File: config.mk
export PLATFORM = sky130hd
export DESIGN_NAME = dma_csr_regfile
export DESIGN_NICKNAME = d
export VERILOG_FILES = /design/src/rtl/dma_csr_pkg.sv /design/src/rtl/dma_csr_regfile.sv
export SDC_FILE = /design/constraint.sdc
export NUM_CORES = 1
export LEC_CHECK = 0
export ABC_AREA = 1
export BUFFER_PORTS_ARGS = -buffer_cell sky130_fd_sc_hd__buf_2
export CAP_MARGIN = 20
export CORE_MARGIN = 2
export CORE_UTILIZATION = 33
export DETAILED_ROUTE_END_ITERATION = 8
export GPL_TIMING_DRIVEN = 0
export PLACE_DENSITY = 0.58
export SYNTH_ARGS = -nofsm -noshare
export SYNTH_HDL_FRONTEND = slang
export SYNTH_SLANG_ARGS = --single-unit
File: constraint.sdc
create_clock -name clk -period 3.2 [get_ports clk]
set_clock_uncertainty 0.15 [all_clocks]
set_input_delay 0.96 -clock clk [delete_from_list [all_inputs] [get_ports clk]]
set_output_delay 0.96 -clock clk [all_outputs]
set_load 0.01 [all_outputs]
File: src/rtl/dma_csr_pkg.sv
// Shared definitions for the DMA control/status register block.
// Covers the register map, the CTRL/STATUS bit positions and the launch FSM states.
package dma_csr_pkg;

    localparam logic [7:0] ADDR_LAYER  = 8'h50;
    localparam logic [7:0] ADDR_CTRL   = 8'h51;
    localparam logic [7:0] ADDR_COUNT  = 8'h52;
    localparam logic [7:0] ADDR_STATUS = 8'h53;
    localparam logic [7:0] ADDR_BURST  = 8'h54;

    localparam int CTRL_START  = 0;
    localparam int CTRL_ABORT  = 1;
    localparam int CTRL_IRQ_EN = 2;

    localparam int STAT_BUSY      = 0;
    localparam int STAT_DONE      = 1;
    localparam int STAT_ERR       = 2;
    localparam int STAT_START_REJ = 3;
    localparam int STAT_BEAT_LSB  = 16;

    localparam int BURST_MAX = 16;

    typedef enum logic [1:0] {
        ST_IDLE = 2'd0,
        ST_REQ  = 2'd1,
        ST_RUN  = 2'd2,
        ST_DONE = 2'd3
    } dma_state_t;

    // The engine cannot handle a zero-length burst, so 0 becomes 1 and
    // anything above BURST_MAX is pinned to BURST_MAX.
    function automatic logic [4:0] clamp_burst(input logic [31:0] value);
        if (value == 32'd0)
            return 5'd1;
        else if (value > 32'(BURST_MAX))
            return 5'(BURST_MAX);
        else
            return value[4:0];
    endfunction

endpackage

File: src/rtl/dma_csr_regfile.sv
// CSR block that configures the DMA engine and launches it.
// It also tracks progress, with sticky status flags and a level interrupt.
module dma_csr_regfile
    import dma_csr_pkg::*;
#(
    parameter int CSR_ADDR_WIDTH = 8,
    parameter int CSR_DATA_WIDTH = 32
) (
    input  logic                      clk,
    input  logic                      rst_n,
    input  logic [CSR_ADDR_WIDTH-1:0] csr_addr,
    input  logic                      csr_wen,
    input  logic                      csr_ren,
    input  logic [CSR_DATA_WIDTH-1:0] csr_wdata,
    output logic [CSR_DATA_WIDTH-1:0] csr_rdata,
    output logic                      dma_start_valid,
    input  logic                      dma_start_ready,
    output logic [7:0]                dma_layer,
    output logic [15:0]               dma_count,
    output logic [4:0]                dma_burst,
    input  logic                      dma_beat,
    input  logic                      dma_done,
    input  logic                      dma_err,
    output logic                      dma_abort,
    output logic                      busy,
    output logic                      irq
);

    dma_state_t  state_reg, state_next;
    logic [7:0]  layer_reg, layer_next;
    logic [15:0] count_reg, count_next;
    logic [4:0]  burst_reg, burst_next;
    logic [15:0] beat_reg, beat_next;
    logic        irq_en_reg, irq_en_next;
    logic        done_reg, done_next;
    logic        err_reg, err_next;
    logic        rej_reg, rej_next;
    logic        abort_reg, abort_next;
    logic        irq_reg, irq_next;

    logic hit_layer, hit_ctrl, hit_count, hit_status, hit_burst;
    logic start_wr, abort_wr, is_idle;
    logic done_set, err_set, rej_set;

    // csr_ren is informational only; reads have no side effects.
    logic unused_bits;
    assign unused_bits = ^{csr_ren, csr_wdata};

    assign hit_layer  = (csr_addr == CSR_ADDR_WIDTH'(ADDR_LAYER));
    assign hit_ctrl   = (csr_addr == CSR_ADDR_WIDTH'(ADDR_CTRL));
    assign hit_count  = (csr_addr == CSR_ADDR_WIDTH'(ADDR_COUNT));
    assign hit_status = (csr_addr == CSR_ADDR_WIDTH'(ADDR_STATUS));
    assign hit_burst  = (csr_addr == CSR_ADDR_WIDTH'(ADDR_BURST));

    assign is_idle  = (state_reg == ST_IDLE);
    assign start_wr = csr_wen && hit_ctrl && csr_wdata[CTRL_START];
    assign abort_wr = csr_wen && hit_ctrl && csr_wdata[CTRL_ABORT];

    always_comb begin
        state_next  = state_reg;
        layer_next  = layer_reg;
        count_next  = count_reg;
        burst_next  = burst_reg;
        beat_next   = beat_reg;
        irq_en_next = irq_en_reg;
        done_next   = done_reg;
        err_next    = err_reg;
        rej_next    = rej_reg;
        abort_next  = 1'b0;
        done_set    = 1'b0;
        err_set     = 1'b0;
        rej_set     = 1'b0;

        // Transfer parameters are frozen while busy; a write attempt is flagged instead.
        if (csr_wen && hit_layer) begin
            if (is_idle) layer_next = csr_wdata[7:0];
            else         rej_set = 1'b1;
        end
        if (csr_wen && hit_count) begin
            if (is_idle) count_next = csr_wdata[15:0];
            else         rej_set = 1'b1;
        end
        if (csr_wen && hit_burst) begin
            if (is_idle) burst_next = clamp_burst(32'(csr_wdata));
            else         rej_set = 1'b1;
        end
        if (csr_wen && hit_ctrl)
            irq_en_next = csr_wdata[CTRL_IRQ_EN];
        if (csr_wen && hit_status) begin
            if (csr_wdata[STAT_DONE])      done_next = 1'b0;
            if (csr_wdata[STAT_ERR])       err_next  = 1'b0;
            if (csr_wdata[STAT_START_REJ]) rej_next  = 1'b0;
        end
        if (start_wr && !is_idle)
            rej_set = 1'b1;

        case (state_reg)
            ST_IDLE: begin
                if (start_wr) begin
                    if (count_reg != 16'd0) begin
                        state_next = ST_REQ;
                        beat_next  = 16'd0;
                    end else begin
                        state_next = ST_DONE;
                    end
                end
            end
            ST_REQ: begin
                if (abort_wr || dma_err) begin
                    err_set    = 1'b1;
                    abort_next = abort_wr;
                    state_next = ST_IDLE;
                end else if (dma_start_ready) begin
                    state_next = ST_RUN;
                end
            end
            ST_RUN: begin
                if (abort_wr || dma_err) begin
                    err_set    = 1'b1;
                    abort_next = abort_wr;
                    state_next = ST_IDLE;
                end else begin
                    if (dma_beat && beat_reg != 16'hFFFF)
                        beat_next = beat_reg + 16'd1;
                    if (dma_done || beat_next == count_reg)
                        state_next = ST_DONE;
                end
            end
            ST_DONE: begin
                done_set   = 1'b1;
                state_next = ST_IDLE;
            end
            default: state_next = ST_IDLE;
        endcase

        // Hardware events override a W1C clear landing in the same cycle.
        if (done_set) done_next = 1'b1;
        if (err_set)  err_next  = 1'b1;
        if (rej_set)  rej_next  = 1'b1;

        irq_next = irq_en_next & (done_next | err_next);
    end

    always_ff @(posedge clk) begin
        if (!rst_n) begin
            state_reg  <= ST_IDLE;
            layer_reg  <= 8'd0;
            count_reg  <= 16'd0;
            burst_reg  <= 5'd1;
            beat_reg   <= 16'd0;
            irq_en_reg <= 1'b0;
            done_reg   <= 1'b0;
            err_reg    <= 1'b0;
            rej_reg    <= 1'b0;
            abort_reg  <= 1'b0;
            irq_reg    <= 1'b0;
        end else begin
            state_reg  <= state_next;
            layer_reg  <= layer_next;
            count_reg  <= count_next;
            burst_reg  <= burst_next;
            beat_reg   <= beat_next;
            irq_en_reg <= irq_en_next;
            done_reg   <= done_next;
            err_reg    <= err_next;
            rej_reg    <= rej_next;
            abort_reg  <= abort_next;
            irq_reg    <= irq_next;
        end
    end

    always_comb begin
        csr_rdata = '0;
        if (hit_layer) begin
            csr_rdata[7:0] = layer_reg;
        end else if (hit_ctrl) begin
            csr_rdata[CTRL_IRQ_EN] = irq_en_reg;
        end else if (hit_count) begin
            csr_rdata[15:0] = count_reg;
        end else if (hit_status) begin
            csr_rdata[STAT_BUSY]      = !is_idle;
            csr_rdata[STAT_DONE]      = done_reg;
            csr_rdata[STAT_ERR]       = err_reg;
            csr_rdata[STAT_START_REJ] = rej_reg;
            csr_rdata[STAT_BEAT_LSB +: 16] = beat_reg;
        end else if (hit_burst) begin
            csr_rdata[4:0] = burst_reg;
        end
    end

    assign dma_start_valid = (state_reg == ST_REQ);
    assign dma_layer       = layer_reg;
    assign dma_count       = count_reg;
    assign dma_burst       = burst_reg;
    assign dma_abort       = abort_reg;
    assign busy            = !is_idle;
    assign irq             = irq_reg;

endmodule

==> run metrics, run 1 <==
YS warnings=0; CTS Buf Count=5; Comb power frac=32.0%; top_reg_cell synth=dfxtp_1; largest net degree at the start of global routing=16; clock network power share=24.1%; setup ws final=-0.1877 ns; Pint=1.058 mW; mean area per synthesized cell=6.263 um^2; Top delay family on crit path=simple AND/OR/NAND/NOR gates; ANT nets after route=0; total core area=0.01075 mm^2; setup TNS=-3.514 ns; leak pwr=2.185 nW; RSZ-0062 raised after global routing=true; # nets final=772; post-route cell area=0.004913 mm^2; I/O pin total=113; post-detail-place hpwl=10.09 mm; routed vias/inst=5.120; Iter 0 DRT Violations=210; number of global-route vias before repair=4118; Net Count, Synth=631; Crit Path Category=input port to output port; worst path required time=2.09 ns; Final Hold Violating Endpoints=0; Slew @ Worst Pin=0.6024 ns; largest family of logic cells by synthesized area=simple AND/OR/NAND/NOR gates; GRT Util Overall=22.40%; Post-synth EDFFs=0; DRC=0; Synth cell types=37; FMAX=295.2 MHz; layout cells sized above 1=30.36%; I/O Buffers=109; CTS max path bufs=2; CP Max Fanout=10; Post-DP Area=0.004350 mm^2; CTS Root Cell=clkbuf_8; count leader, synth=nand2_1; failing checks=negative setup slack; clock-pin slew on the worst setup and hold paths=0.10 ns; Worst path slowest cell=nor3_2; row count=38; H-tree depth=2; Slew headroom=59.84%; min-delay worst type=flip-flop to flip-flop; Hold WS=0.3275 ns; 1st-pass router iterations=4; Area Overhead vs Synth=35.98%; period utilization=105.9%; mapped cell area=0.003613 mm^2; min cycle time layout=3.388 ns; post-synthesis sequential area ratio=29.36%; first-pass GRT wire length=20.62 mm; final WL=13.26 mm; Clock Sinks=53; Psw=0.6815 mW; data arrival time of the critical path=2.28 ns; Final Max Slew Viols=0; mux cell area share after synthesis=0%; Synth Instances=577; switching fraction of total power=39.18%; Final Setup Violations=32; VDD IR max=0.0001845 V; max_cap viols=0; simple-gate share of the synthesized area=38.05%; Pwr Density=354.0 mW/mm^2; synth top area cells=dfxtp_1 (29%), nand2_1 (14%), inv_1 (8.2%); CP Cell Sequence=buf_6, nand3b_1, nor3_2, inv_2, nor3_4, buf_4, nand2_4, buf_8, nor2_2, buf_2; Sequential Power Share=44.0%; Ant. Diodes=0; Startpoint Class=input port; crit path buf inv count=5; clk_lat worst skew=0.32 ns; Crit. End Element=output port; asr flop ratio synth=0%; top cell type's share of synthesized area=29.36%; status=finished with violations; WL/cell=15.46 um; cell taking the most area after synthesis=dfxtp_1; fillers=1190; Post-Synth XOR/XNOR Area=0.7271%; die area=0.01180 mm^2; Starting Density=33.63%; synthesized flop and latch total=53; Synth top cells by count=nand2_1 (132), inv_1 (79), nor2_1 (62), dfxtp_1 (53), nand3_1 (41); Die W=108.6 um; post-synthesis compound-gate area fraction=18.63%; overall die height=108.6 um; largest stage delay on the critical path=0.18 ns; initial antenna violation count=0; GPL Wtd Cong=0.9295; adder-cell area share of the yosys netlist=2.078%; CTS tree=built; vias=4393; GRT Residual Overflow=0
cells by family after synthesis:
| family | Yosys count |
|---|---|
| simple gates | 300 |
| buf+inv | 103 |
| flops | 53 |
| xor+xnor | 3 |
| fa+ha+maj | 6 |
| compound gates | 112 |
power by group through the flow:
stage / clock network [mW] / registers, mW / logic, mW
2_1_floorplan: 0 / 0.761 / 0.356
4_1_cts: 0.419 / 0.763 / 0.535
5_1_grt: 0.440 / 0.774 / 0.628
6_report: 0.418 / 0.765 / 0.556
3_5_place_dp: 0 / 0.778 / 0.516
3_3_place_gp: 0 / 0.778 / 0.513
worst register-to-register path, stage by stage (launching register included):
cell,delay (ns)
dfxtp_1,0.49
ha_1,0.36
inv_1,0.09
nor2_2,0.16
nand2_2,0.09
inv_2,0.07
nand2_4,0.07
nand2_2,0.21
nand2_1,0.11
nand3_1,0.10
nand2_1,0.07
nor2_1,0.13
nand2_1,0.06
nor2_1,0.15
nand2_1,0.09
nand2_2,0.09
nand3_1,0.08
nand2_1,0.06
nor2_1,0.04
layer usage:
layer  up-vias  GRT usage, %  routed length (um)
li1       2205             -                   -
met1      2040         29.44                5845
met2       130         37.54                6355
met3        18         4.184                 871
met4         0         6.227                 190
met5         -             0                   0
metrics by stage:
step / total power [mW] / setup WS, ns / cells / utilization (%)
CTS: 1.717 / -0.1670 / 852 / 44.27
global placement: 1.291 / -0.5589 / 826 / 40.49
floorplan: 1.117 / 0.01429 / 577 / -
global route: 1.842 / -0.2621 / 858 / 45.73
detailed placement: 1.294 / -0.5511 / 826 / 40.49
finish: 1.739 / -0.1877 / 858 / 45.73
worst paths after layout:
path,slack [ns],to,cells after the start,start
max,-0.19,csr_rdata[22],10,csr_addr[7]
min,0.33,dma_layer[4],2,dma_layer[4]
max reg2reg,0.44,state_reg[1],18,beat_reg[0]
min reg2reg,0.33,dma_layer[4],2,dma_layer[4]
area by class of cell:
| type | count | area [um^2] | area share, % |
|---|---|---|---|
| plain buffers | 19 | 105.1 | 2.139 |
| clock buffers | 6 | 82.58 | 1.681 |
| clock inverters | 1 | 7.507 | 0.1528 |
| inverters | 84 | 325.3 | 6.621 |
| multi-input cells | 421 | 2376 | 48.36 |
| flip-flops and latches | 53 | 1061 | 21.59 |
| well taps | 140 | 175.2 | 3.565 |
| repair buffers | 134 | 780.7 | 15.89 |
layout by cell type (no fill, tap or decap), types with 6 or more instances in the layout:
cell type and n:
a211oi_1 20, a21oi_1 27, a31oi_1 16, buf_2 111
buf_4 18, buf_6 12, clkbuf_1 9, clkbuf_8 6
dfxtp_1 53, ha_1 6, inv_1 72, inv_2 8
nand2_1 127, nand2_2 12, nand3_1 40, nand4_1 10
nor2_1 51, nor2_2 11, nor2_4 7, nor3_1 13
nor4_1 8, o21ai_0 29
repair_timing:
| item | CTS | global route |
|---|---|---|
| hold buffers | 0 | 0 |
| setup endpoints to repair | 32 | 40 |
| buffers inserted | 19 | 7 |
| hold endpoints to repair | 0 | 0 |
| pin swaps | 7 | 7 |
| resized for setup | 49 | 27 |
| cloned | 0 | 1 |
Power figures use the tool's default switching activity.
==> run 2, diff against run 1 <==
--- a/config.mk
+++ b/config.mk
@@ -8,10 +8,10 @@
 export ABC_AREA = 1
 export BUFFER_PORTS_ARGS = -buffer_cell sky130_fd_sc_hd__buf_2
 export CAP_MARGIN = 20
-export CORE_MARGIN = 2
 export CORE_UTILIZATION = 33
 export DETAILED_ROUTE_END_ITERATION = 8
 export GPL_TIMING_DRIVEN = 0
+export MAX_ROUTING_LAYER = met4
 export PLACE_DENSITY = 0.58
 export SYNTH_ARGS = -nofsm -noshare
 export SYNTH_HDL_FRONTEND = slang
==> run metrics, run 2 (synthesis gave the netlist of run 1 again) <==
largest net degree at the start of global routing=16; period utilization=105.8%; Die W=106.6 um; RSZ-0062 raised after global routing=true; CTS Root Cell=clkbuf_8; Crit. End Element=output port; total core area=0.01046 mm^2; GRT Util Overall=24.28%; routed vias/inst=5.258; I/O pin total=113; worst path required time=2.09 ns; setup TNS=-4.403 ns; # nets final=766; Area Overhead vs Synth=33.38%; H-tree depth=2; failing checks=negative setup slack; status=finished with violations; first-pass GRT wire length=21.09 mm; Startpoint Class=input port; HP Start=dma_layer[4]; CTS max path bufs=2; FMAX=295.3 MHz; DRC=0; Slew @ Worst Pin=0.5897 ns; Crit Path Category=input port to output port; row count=37; WHS Path Cells=2; ANT nets after route=0; 1st-pass router iterations=5; Worst Hold End=dma_layer[4]; max_cap viols=0; CP Max Fanout=5; clock-pin slew on the worst setup and hold paths=0.10 ns; min cycle time layout=3.386 ns; number of global-route vias before repair=4219; CTS Hold Bufs=0; initial antenna violation count=0; Iter 0 DRT Violations=249; Final Hold Violating Endpoints=0; Slew headroom=60.69%; final WL=13.57 mm; overall die height=106.6 um; Final Setup Violations=32; die area=0.01137 mm^2; clk_lat worst skew=0.33 ns; FF-to-FF setup slack=0.41 ns; worst flop-to-flop path endpoint=state_reg[1]; R2R Path Start=beat_reg[0]; setup ws final=-0.1861 ns; Pwr Density=357.2 mW/mm^2; CTS Buf Count=5; vias=4464; data arrival time of the critical path=2.28 ns; layout cells sized above 1=29.45%; leak pwr=2.146 nW; Worst Reg2Reg Path Length in Cells=18; Total Power=1.722 mW; post-detail-place hpwl=10.13 mm; CTS tree=built; GRT Residual Overflow=0; Clock Sinks=53; GPL Wtd Cong=0.9079; Ant. Diodes=0; WL/cell=15.98 um; commonest cells after routing, fill and taps aside=nand2_1 (128), buf_2 (113), inv_1 (72), nor2_1 (56), dfxtp_1 (53); Final Max Slew Viols=0; VDD IR max=0.0001566 V; Starting Density=34.54%; min-delay worst type=flip-flop to flip-flop; commonest non-fill, non-tap cell in the layout=nand2_1; I/O Buffers=109
-- run 2: cell count changes in the layout (fill, tap and decap cells not counted), moves of 4 or more --
cell	before	now
buf_4	18	13
buf_6	12	5
nor2_1	51	56
nor2_4	7	3
nor3_1	13	7
nor3_2	1	7
-- run 2: worst max path at each step --
stage,slack [ns],startpoint,cells past startpoint,end
2_1_floorplan,0.01,csr_addr[7],6,csr_rdata[0]
3_3_place_gp,-0.48,csr_addr[7],10,csr_rdata[3]
3_5_place_dp,-0.52,csr_addr[7],10,csr_rdata[3]
4_1_cts,-0.25,csr_addr[7],10,csr_rdata[23]
5_1_grt,-0.28,csr_addr[7],9,csr_rdata[6]
6_report,-0.19,csr_addr[7],9,csr_rdata[6]
-- run 2: through the flow --
stage | instances | hold WS, ns | area (um^2) | setup WS, ns | util [%]
floorplan | 577 | 0.3133 | 3630 | 0.01429 | -
global placement | 822 | 0.2978 | 4345 | -0.4784 | 41.53
detailed placement | 822 | 0.3081 | 4345 | -0.5211 | 41.53
CTS | 839 | 0.3241 | 4672 | -0.2489 | 44.65
global route | 849 | 0.3578 | 4820 | -0.2813 | 46.07
finish | 849 | 0.3338 | 4820 | -0.1861 | 46.07
-- run 2: layout make-up --
| type | instances | area, um^2 |
|---|---|---|
| clock buffer | 7 | 76.32 |
| tap | 136 | 170.2 |
| clock inverter | 1 | 7.507 |
| inverter | 84 | 330.3 |
| buffer | 19 | 98.84 |
| timing repair buffer | 127 | 735.7 |
| fill | 1107 | 5643 |
| sequential | 53 | 1061 |
| multi-input combinational | 422 | 2340 |
-- run 2: critical path, stage by stage --
cell and delay (ns):
buf_6 0.09, nand3b_1 0.16, nor3_2 0.18, inv_2 0.10
nor3_4 0.16, buf_12 0.15, nand2_4 0.08, o32ai_2 0.21
buf_2 0.18
-- run 2: power by group --
part | internal [mW] | total (mW) | switching, mW
Sequential | 0.707 | 0.765 | 0.0579
Clock | 0.156 | 0.406 | 0.250
Combinational | 0.177 | 0.551 | 0.374
-- run 2: repair_timing --
action                                  4_1_cts  5_1_grt
pin swaps                                     8        9
endpoints found under the setup margin       32       32
gates resized for setup                      39       21
buffers inserted                              7       10
cloned                                        2        0
-- run 2: metal layers --
metal  wire length, um  GRT usage, %
met3              1151         3.647
met5                 0             -
met4               225         7.632
met1              5710         30.43
met2              6480         40.18
